**src/rtl/instr_fetch_queue.sv**
```systemverilog
// Fetch PC owner: one outstanding req/ack read at a time, DEPTH-entry prefetch buffer to decode.
// First instruction valid 2 edges after reset; 1 word/cycle; fetch pauses while the buffer is full.
module instr_fetch_queue #(
  parameter int             W        = 32,
  parameter int             DEPTH    = 4,
  parameter logic [W-1:0]   RESET_PC = '0
) (
  input  logic         clk,
  input  logic         rst,
  output logic         mem_req,
  output logic [W-1:0] mem_addr,
  input  logic         mem_ack,
  input  logic [W-1:0] mem_rdata,
  input  logic         redirect,
  input  logic [W-1:0] redirect_pc,
  output logic         instr_valid,
  input  logic         instr_ready,
  output logic [W-1:0] instr,
  output logic [W-1:0] instr_pc
);

  localparam int AW = $clog2(DEPTH);
  localparam int CW = $clog2(DEPTH + 1);
  localparam logic [CW-1:0] FULL = CW'(DEPTH);

  typedef enum logic [1:0] {IDLE, REQ, DROP} state_t;

  typedef struct packed {
    logic [W-1:0] pc;
    logic [W-1:0] dat;
  } entry_t;

  state_t        state, state_nxt;
  logic [W-1:0]  fetch_pc, fetch_pc_nxt;
  entry_t        buf_q [DEPTH];
  logic [AW-1:0] rd_ptr, wr_ptr;
  logic [CW-1:0] count, count_nxt;
  logic          push, pop;

  // Redirect wins over both queue ports in the same cycle.
  assign push = (state == REQ) && mem_ack && !redirect;
  assign pop  = instr_valid && instr_ready && !redirect;

  always_comb begin
    count_nxt = count;
    if (push && !pop) begin
      count_nxt = count + CW'(1);
    end else if (pop && !push) begin
      count_nxt = count - CW'(1);
    end
  end

  always_comb begin
    state_nxt    = state;
    fetch_pc_nxt = fetch_pc;
    case (state)
      IDLE: begin
        if (redirect) begin
          fetch_pc_nxt = redirect_pc;
        end else if (count < FULL) begin
          state_nxt = REQ;
        end
      end
      REQ: begin
        if (redirect) begin
          fetch_pc_nxt = redirect_pc;
          state_nxt    = mem_ack ? IDLE : DROP;
        end else if (mem_ack) begin
          fetch_pc_nxt = fetch_pc + W'(1);
          state_nxt    = (count_nxt < FULL) ? REQ : IDLE;
        end
      end
      DROP: begin
        // The in-flight read still has to complete; its data is thrown away.
        if (redirect) begin
          fetch_pc_nxt = redirect_pc;
        end
        if (mem_ack) begin
          state_nxt = IDLE;
        end
      end
      default: state_nxt = IDLE;
    endcase
  end

  always_ff @(posedge clk) begin
    if (!rst) begin
      state    <= IDLE;
      fetch_pc <= RESET_PC;
      rd_ptr   <= '0;
      wr_ptr   <= '0;
      count    <= '0;
    end else begin
      state    <= state_nxt;
      fetch_pc <= fetch_pc_nxt;
      if (redirect) begin
        rd_ptr <= '0;
        wr_ptr <= '0;
        count  <= '0;
      end else begin
        if (push) begin
          wr_ptr <= wr_ptr + AW'(1);
        end
        if (pop) begin
          rd_ptr <= rd_ptr + AW'(1);
        end
        count <= count_nxt;
      end
    end
  end

  always_ff @(posedge clk) begin
    if (rst && push) begin
      buf_q[wr_ptr] <= '{pc: fetch_pc, dat: mem_rdata};
    end
  end

  assign mem_req     = (state == REQ) || (state == DROP);
  assign mem_addr    = fetch_pc;
  assign instr_valid = (count != '0);
  assign instr       = instr_valid ? buf_q[rd_ptr].dat : '0;
  assign instr_pc    = instr_valid ? buf_q[rd_ptr].pc  : '0;

endmodule

```
**config.mk**
```make
export PLATFORM = sky130hd
export DESIGN_NAME = instr_fetch_queue
export DESIGN_NICKNAME = d
export VERILOG_FILES = /design/src/rtl/instr_fetch_queue.sv
export SDC_FILE = /design/constraint.sdc
export NUM_CORES = 1
export LEC_CHECK = 0
export ABC_AREA = 1
export BUFFER_PORTS_ARGS = -buffer_cell sky130_fd_sc_hd__buf_4
export CAP_MARGIN = 25
export CORE_MARGIN = 4
export CORE_UTILIZATION = 58
export DETAILED_ROUTE_END_ITERATION = 7
export PLACE_DENSITY = 0.8
export SYNTH_ARGS = -nofsm -noshare
export SYNTH_HDL_FRONTEND = slang
export SYNTH_SLANG_ARGS = --single-unit
```
**constraint.sdc**
```tcl
create_clock -name clk -period 4.9 [get_ports clk]
set_input_delay 0.49 -clock clk [delete_from_list [all_inputs] [get_ports clk]]
set_output_delay 0.49 -clock clk [all_outputs]
set_load 0.005 [all_outputs]
```
* Word level (Yosys, flattened, before mapping)
Memories as Yosys holds them, arrays and structs flattened. A register that Yosys moved wholly into a read port is not among the register bits.
Index checks and enable logic that the tools add are counted.
** Storage, ports and cells
- Input port bits :: 69
- Output and inout port bits :: 98
- Memory bits (read-only) :: 0
- Word-level logic and storage cells :: 59
- RAM bits :: 256
- Memories :: 1
- Bits in latches :: 0
- Register bits :: 41
** Memory list
- buf_q :: words 4, width 64, read ports 1, clocked after Yosys merged registers in 1, wr ports 1, line 35 : entry_t buf_q [DEPTH];
** Operators by class
- Shifts and indexed selects :: 0
- Reductions and logical operators :: 18
- Bitwise logic cells :: 1
- Equality and inequality tests :: 7
- Div/mod/pow operators :: 0
- Multiplexer cells :: 20
- Multiply operators :: 0
- $lt $le $gt $ge :: 2
- Add/subtract/negate cells :: 5
** Operators by type and width (count)
- 2-to-1 mux 32 bit :: 5
- one-hot mux 32 bit (2 select lines) :: 1
- adder 32 x 1 -> 32 bit (second input constant) :: 1
- 2-to-1 mux 2 bit :: 8
- logical AND 1 bit :: 7
- < comparator 3 bit (second input constant) :: 2
- 2-to-1 mux 3 bit :: 2
- inequality test 2 bit (second input constant) :: 3
- one-hot mux 2 bit (3 select lines) :: 1
- adder 2 x 1 -> 2 bit (second input constant) :: 2
- AND reduction 4 bit :: 1
- OR reduction 2 bit :: 2
- adder 3 x 1 -> 3 bit (second input constant) :: 1
- logical NOT 1 bit :: 3
- 2-to-1 mux 1 bit :: 3
- inequality test 3 bit (second input constant) :: 1
- AND reduction 3 bit :: 1
- nonzero test 3 bit :: 1
- subtractor 3 x 1 -> 3 bit (second input constant) :: 1
- == test 2 x 1 -> 1 bit (second input constant) :: 1
- == test 2 bit (second input constant) :: 1
- logical NOT 2 bit :: 1
- inequality test 2 x 1 -> 1 bit (second input constant) :: 1
- nonzero test 2 bit :: 1
- other kinds (2) :: 2

* Depth between registers and ports, before layout
- Word-level depth :: 12
- Mapped depth :: 12
- Mapped depth without buffers :: 12

* Worst setup path before layout
No wires, ideal clock.
- Path type :: flip-flop to flip-flop
- From :: reg state[1]
- To :: mem buf_q[0][0] in the netlist's numbering, enable pin
- Data required time :: 4414 ps
- Stages on the path, launching flop included :: 7
- Library setup time :: 486 ps
- Period minus slack after synthesis :: 4113 ps
- Arrival time :: 3627 ps
- Path buffers :: 0
- Slack :: 787 ps
- Cell sequence :: dfxtp_1 inv_1 ha_1 nand2_1 nor2_1 nand2_1 nor2_1
** Between the ends
- Longest elaborated chain between the ends :: 6
** RTL lines
- from (decl) :: line 33 : state_t state, state_nxt;
- from (signal assigned) :: line 94 : state <= state_nxt;
- == test 2 x 1 -> 1 bit :: line 41 : assign push = (state == REQ) && mem_ack && !redirect;
- logical AND 1 bit (2 in series) :: line 41
- logical AND 1 bit :: line 113 : if (rst && push) begin
- 2-to-1 mux 1 bit :: line 113
- 2-to-1 mux 1 bit (implied by the code) :: line 114 : buf_q[wr_ptr] <= '{pc: fetch_pc, dat: mem_rdata};
- to (decl) :: line 35
Every way passes these cells.

==> flow_metrics.tcl <==
set metrics [dict create \
    place_hpwl_um 18500 \
    grt_max_degree 91 \
    power_frac_seq 0.515 \
    cap_violations 0 \
    die_area_um2 24700 \
    cts_resized 0 \
    netlist_area_um2 12900 \
    required_ns 4.41 \
    grtUsageTotal 0.241 \
    routedWlPerCell_um 17.9 \
    initial_core_util 0.591 \
    power_density_nw_per_um2 395 \
    gp_congestion 0.939 \
    port_buffers 166 \
    hold_viol 0 \
    yosys_warnings 0 \
    setup_ws_ns 1.38 \
    worst-setup-path-type "register to primary output" \
    final_max_slew_viol_count 0 \
    hold_depth 1 \
    coreArea_um2 21800 \
    num_vias 9740 \
    synth-async-reset-ratio 0 \
    hold_path.class "input pin to register" \
    fp-row-count 54 \
    reg2regPathDepth 7 \
    syn-num-nets 1358 \
    htreeDepth 1 \
    multiInputGateArea_um2 3890 \
    yosys.cell_types.count 28 \
    cts_tree "done" \
    synth_cells 1276 \
    fin_setup_tns_ns 0 \
    drive_gt1_frac 0.172 \
    setup-violations-final 0 \
    synth_edf_count 256 \
    vias_per_cell 5.66 \
    antennaDiodeCount 0 \
    arrival_ns 3.03 \
    postPlaceCellArea_um2 14400 \
    syn_area_per_cell_um2 10.1 \
    clock-sinks 299 \
    synth_area_leader_cell "edfxtp_1" \
    clk_latency_ns 0.52 \
    drtIter0Drc 716 \
    syn2layout_area_growth_pct 19.2 \
    slew_headroom 0.327 \
    ant_nets 0 \
    clkPwrFrac 0.375 \
    worst_setup_path_start_kind "register" \
    grt_pass1_wl_um 47200 \
    cts_made_buffers 29 \
    boundaryPins 167 \
    peakVddDrop_v 0.000260 \
    cts.clk_slew.worst_paths_ns 0.06 \
    outcome "finished, final reports clean" \
    worstMarginPinSlew_ns 1.01 \
    seq_area_um2 8550 \
    routed_wl_um 30800 \
    power.leakage_nw 5.62 \
    dp_slack_ns 1.93 \
    post-route-min-period_ns 3.52 \
    fin_total_pwr_mw 6.07 \
    fin_util 0.704 \
    end_kind "primary output" \
    antenna_found_initial 0 \
    ys_ff_latch 299 \
    p_comb_frac 0.110 \
    max_freq_ghz 0.284 \
    p_int_mw 4.60 \
    nets 1504 \
    synth.most_common_cell "nor2_1" \
    synth.top_cell.area_share 0.596 \
    post-cts-setup-buffers 0 \
    period_share 0.719 \
    ys_top_cells_by_count "356 x nor2_1, 256 x edfxtp_1, 159 x nand2_1" \
    power_switching_share 0.243 \
    die_h_um 157 \
    die_w_um 157 \
    grt_setup_unrepaired "false" \
    finalClockSkew_ns 0.0106 \
    seq_area_frac_synth 0.663 \
    fin_area_um2 15400 \
    first_pass_iters 5 \
    drcViolationCount 0 \
    first_global_vias 9464 \
    clockRootBuffer "clkbuf_16" \
    p_switching_mw 1.47 \
    cts_hold_buffers 0 \
    critPathMaxFanout 76 \
    grt_overflow 0 \
    yosys-top-cells-area "edfxtp_1 60%, nor2_1 10%, dfxtp_1 6.7%, o21ai_0 5.8%, nand2_1 4.6%" \
    clock_path_buffers 3 \
    synth_flop_cell "edfxtp_1" \
    fillers 1592 \
]
## placed cells by master (no fill, tap or decap)
cell type,instances
clkinv_1,4
ha_1,13
nor2_2,3
nand3b_1,1
o21ai_2,1
nand4_1,1
clkbuf_1,8
nor3_1,1
nand2_1,159
o21ai_0,149
bufinv_16,6
clkinvlp_2,1
buf_16,1
nor2_4,12
edfxtp_1,256
a211oi_1,1
a22oi_1,1
dfxtp_1,41
a21oi_1,107
nand3_1,35
inv_1,49
nor2_1,352
clkbuf_16,29
dfxtp_2,1
nand2_2,7
buf_12,3
nor3b_1,3
clkinv_2,4
inv_2,6
buf_4,173
o211ai_1,1
dfxtp_4,1
or2_0,1
xnor2_1,4
o21ai_1,6
xor2_1,1
## stage by stage
step / instances / hold WS [ns]
3_5_place_dp: 1670 / 0.499
5_1_grt: 1722 / 0.154
2_1_floorplan: 1276 / 0.467
6_report: 1722 / 0.168
4_1_cts: 1721 / 0.146
3_3_place_gp: 1670 / 0.485
## routing by layer
layer / vias to the layer above / GRT usage / routed length [um]
met1: 4590 / 0.308 / 12100
met3: 68 / 0.0291 / 2390
li1: 4621 / - / -
met5: - / 0 / 0
met2: 461 / 0.428 / 15400
met4: 0 / 0.0848 / 949
## area by class of cell
type	count	share of cell area
Sequential cell	299	0.557
Multi-Input combinational cell	859	0.253
Timing Repair Buffer	177	0.0903
Clock buffer	37	0.0492
Tap cell	280	0.0228
Clock inverter	14	0.0140
Inverter	56	0.0138
## final timing paths
path	startpoint	to	slack, ns
setup / recovery	register	instr[26]	1.38
hold / removal	mem_rdata[6]	buf_q[1][6]$_DFFE_PP_	0.17
setup reg to reg	state[1]$_SDFFE_PN0P_	buf_q[2][50]$_DFFE_PP_	2.15
hold reg to reg	count[0]$_SDFFE_PP0P_	count[0]$_SDFFE_PP0P_	0.51
## kinds of logic (layout without fill, tap and decap cells)
family | Yosys count | count (layout) | share of synthesized area
buffers and inverters | 118 | 284 | 0.0379
AOI/OAI and AO/OA | 266 | 266 | 0.104
and+or+nand+nor | 575 | 575 | 0.179
xor gates and xnor gates | 5 | 5 | 0.00340
adders and majority gates | 13 | 13 | 0.0126
DFF | 299 | 299 | 0.663
## critical path, cell delays in order, from the launching register on
cell and delay [ns]:
dfxtp_4 0.63, clkinv_2 0.64, buf_4 0.56, o21ai_0 0.34, a21oi_1 0.13, buf_4 0.17
## power groups by stage
stage               logic [mW]  clock network, mW  registers [mW]
finish                   0.670               2.28            3.12
global route             0.748               2.41            3.14
CTS                      0.668               2.30            3.12
detailed placement       0.662                  0            3.17
global placement         0.647                  0            3.17
floorplan                0.402                  0            3.09
## flip-flops by register name (all words and copies together) (netlist names), named ones only
| signal | cells |
|---|---|
| state | 2 |
| wr_ptr | 2 |
| rd_ptr | 2 |
| count | 3 |
| mem_addr | 32 |
| buf_q | 256 |
No activity file was read; power rests on OpenSTA's default activity.
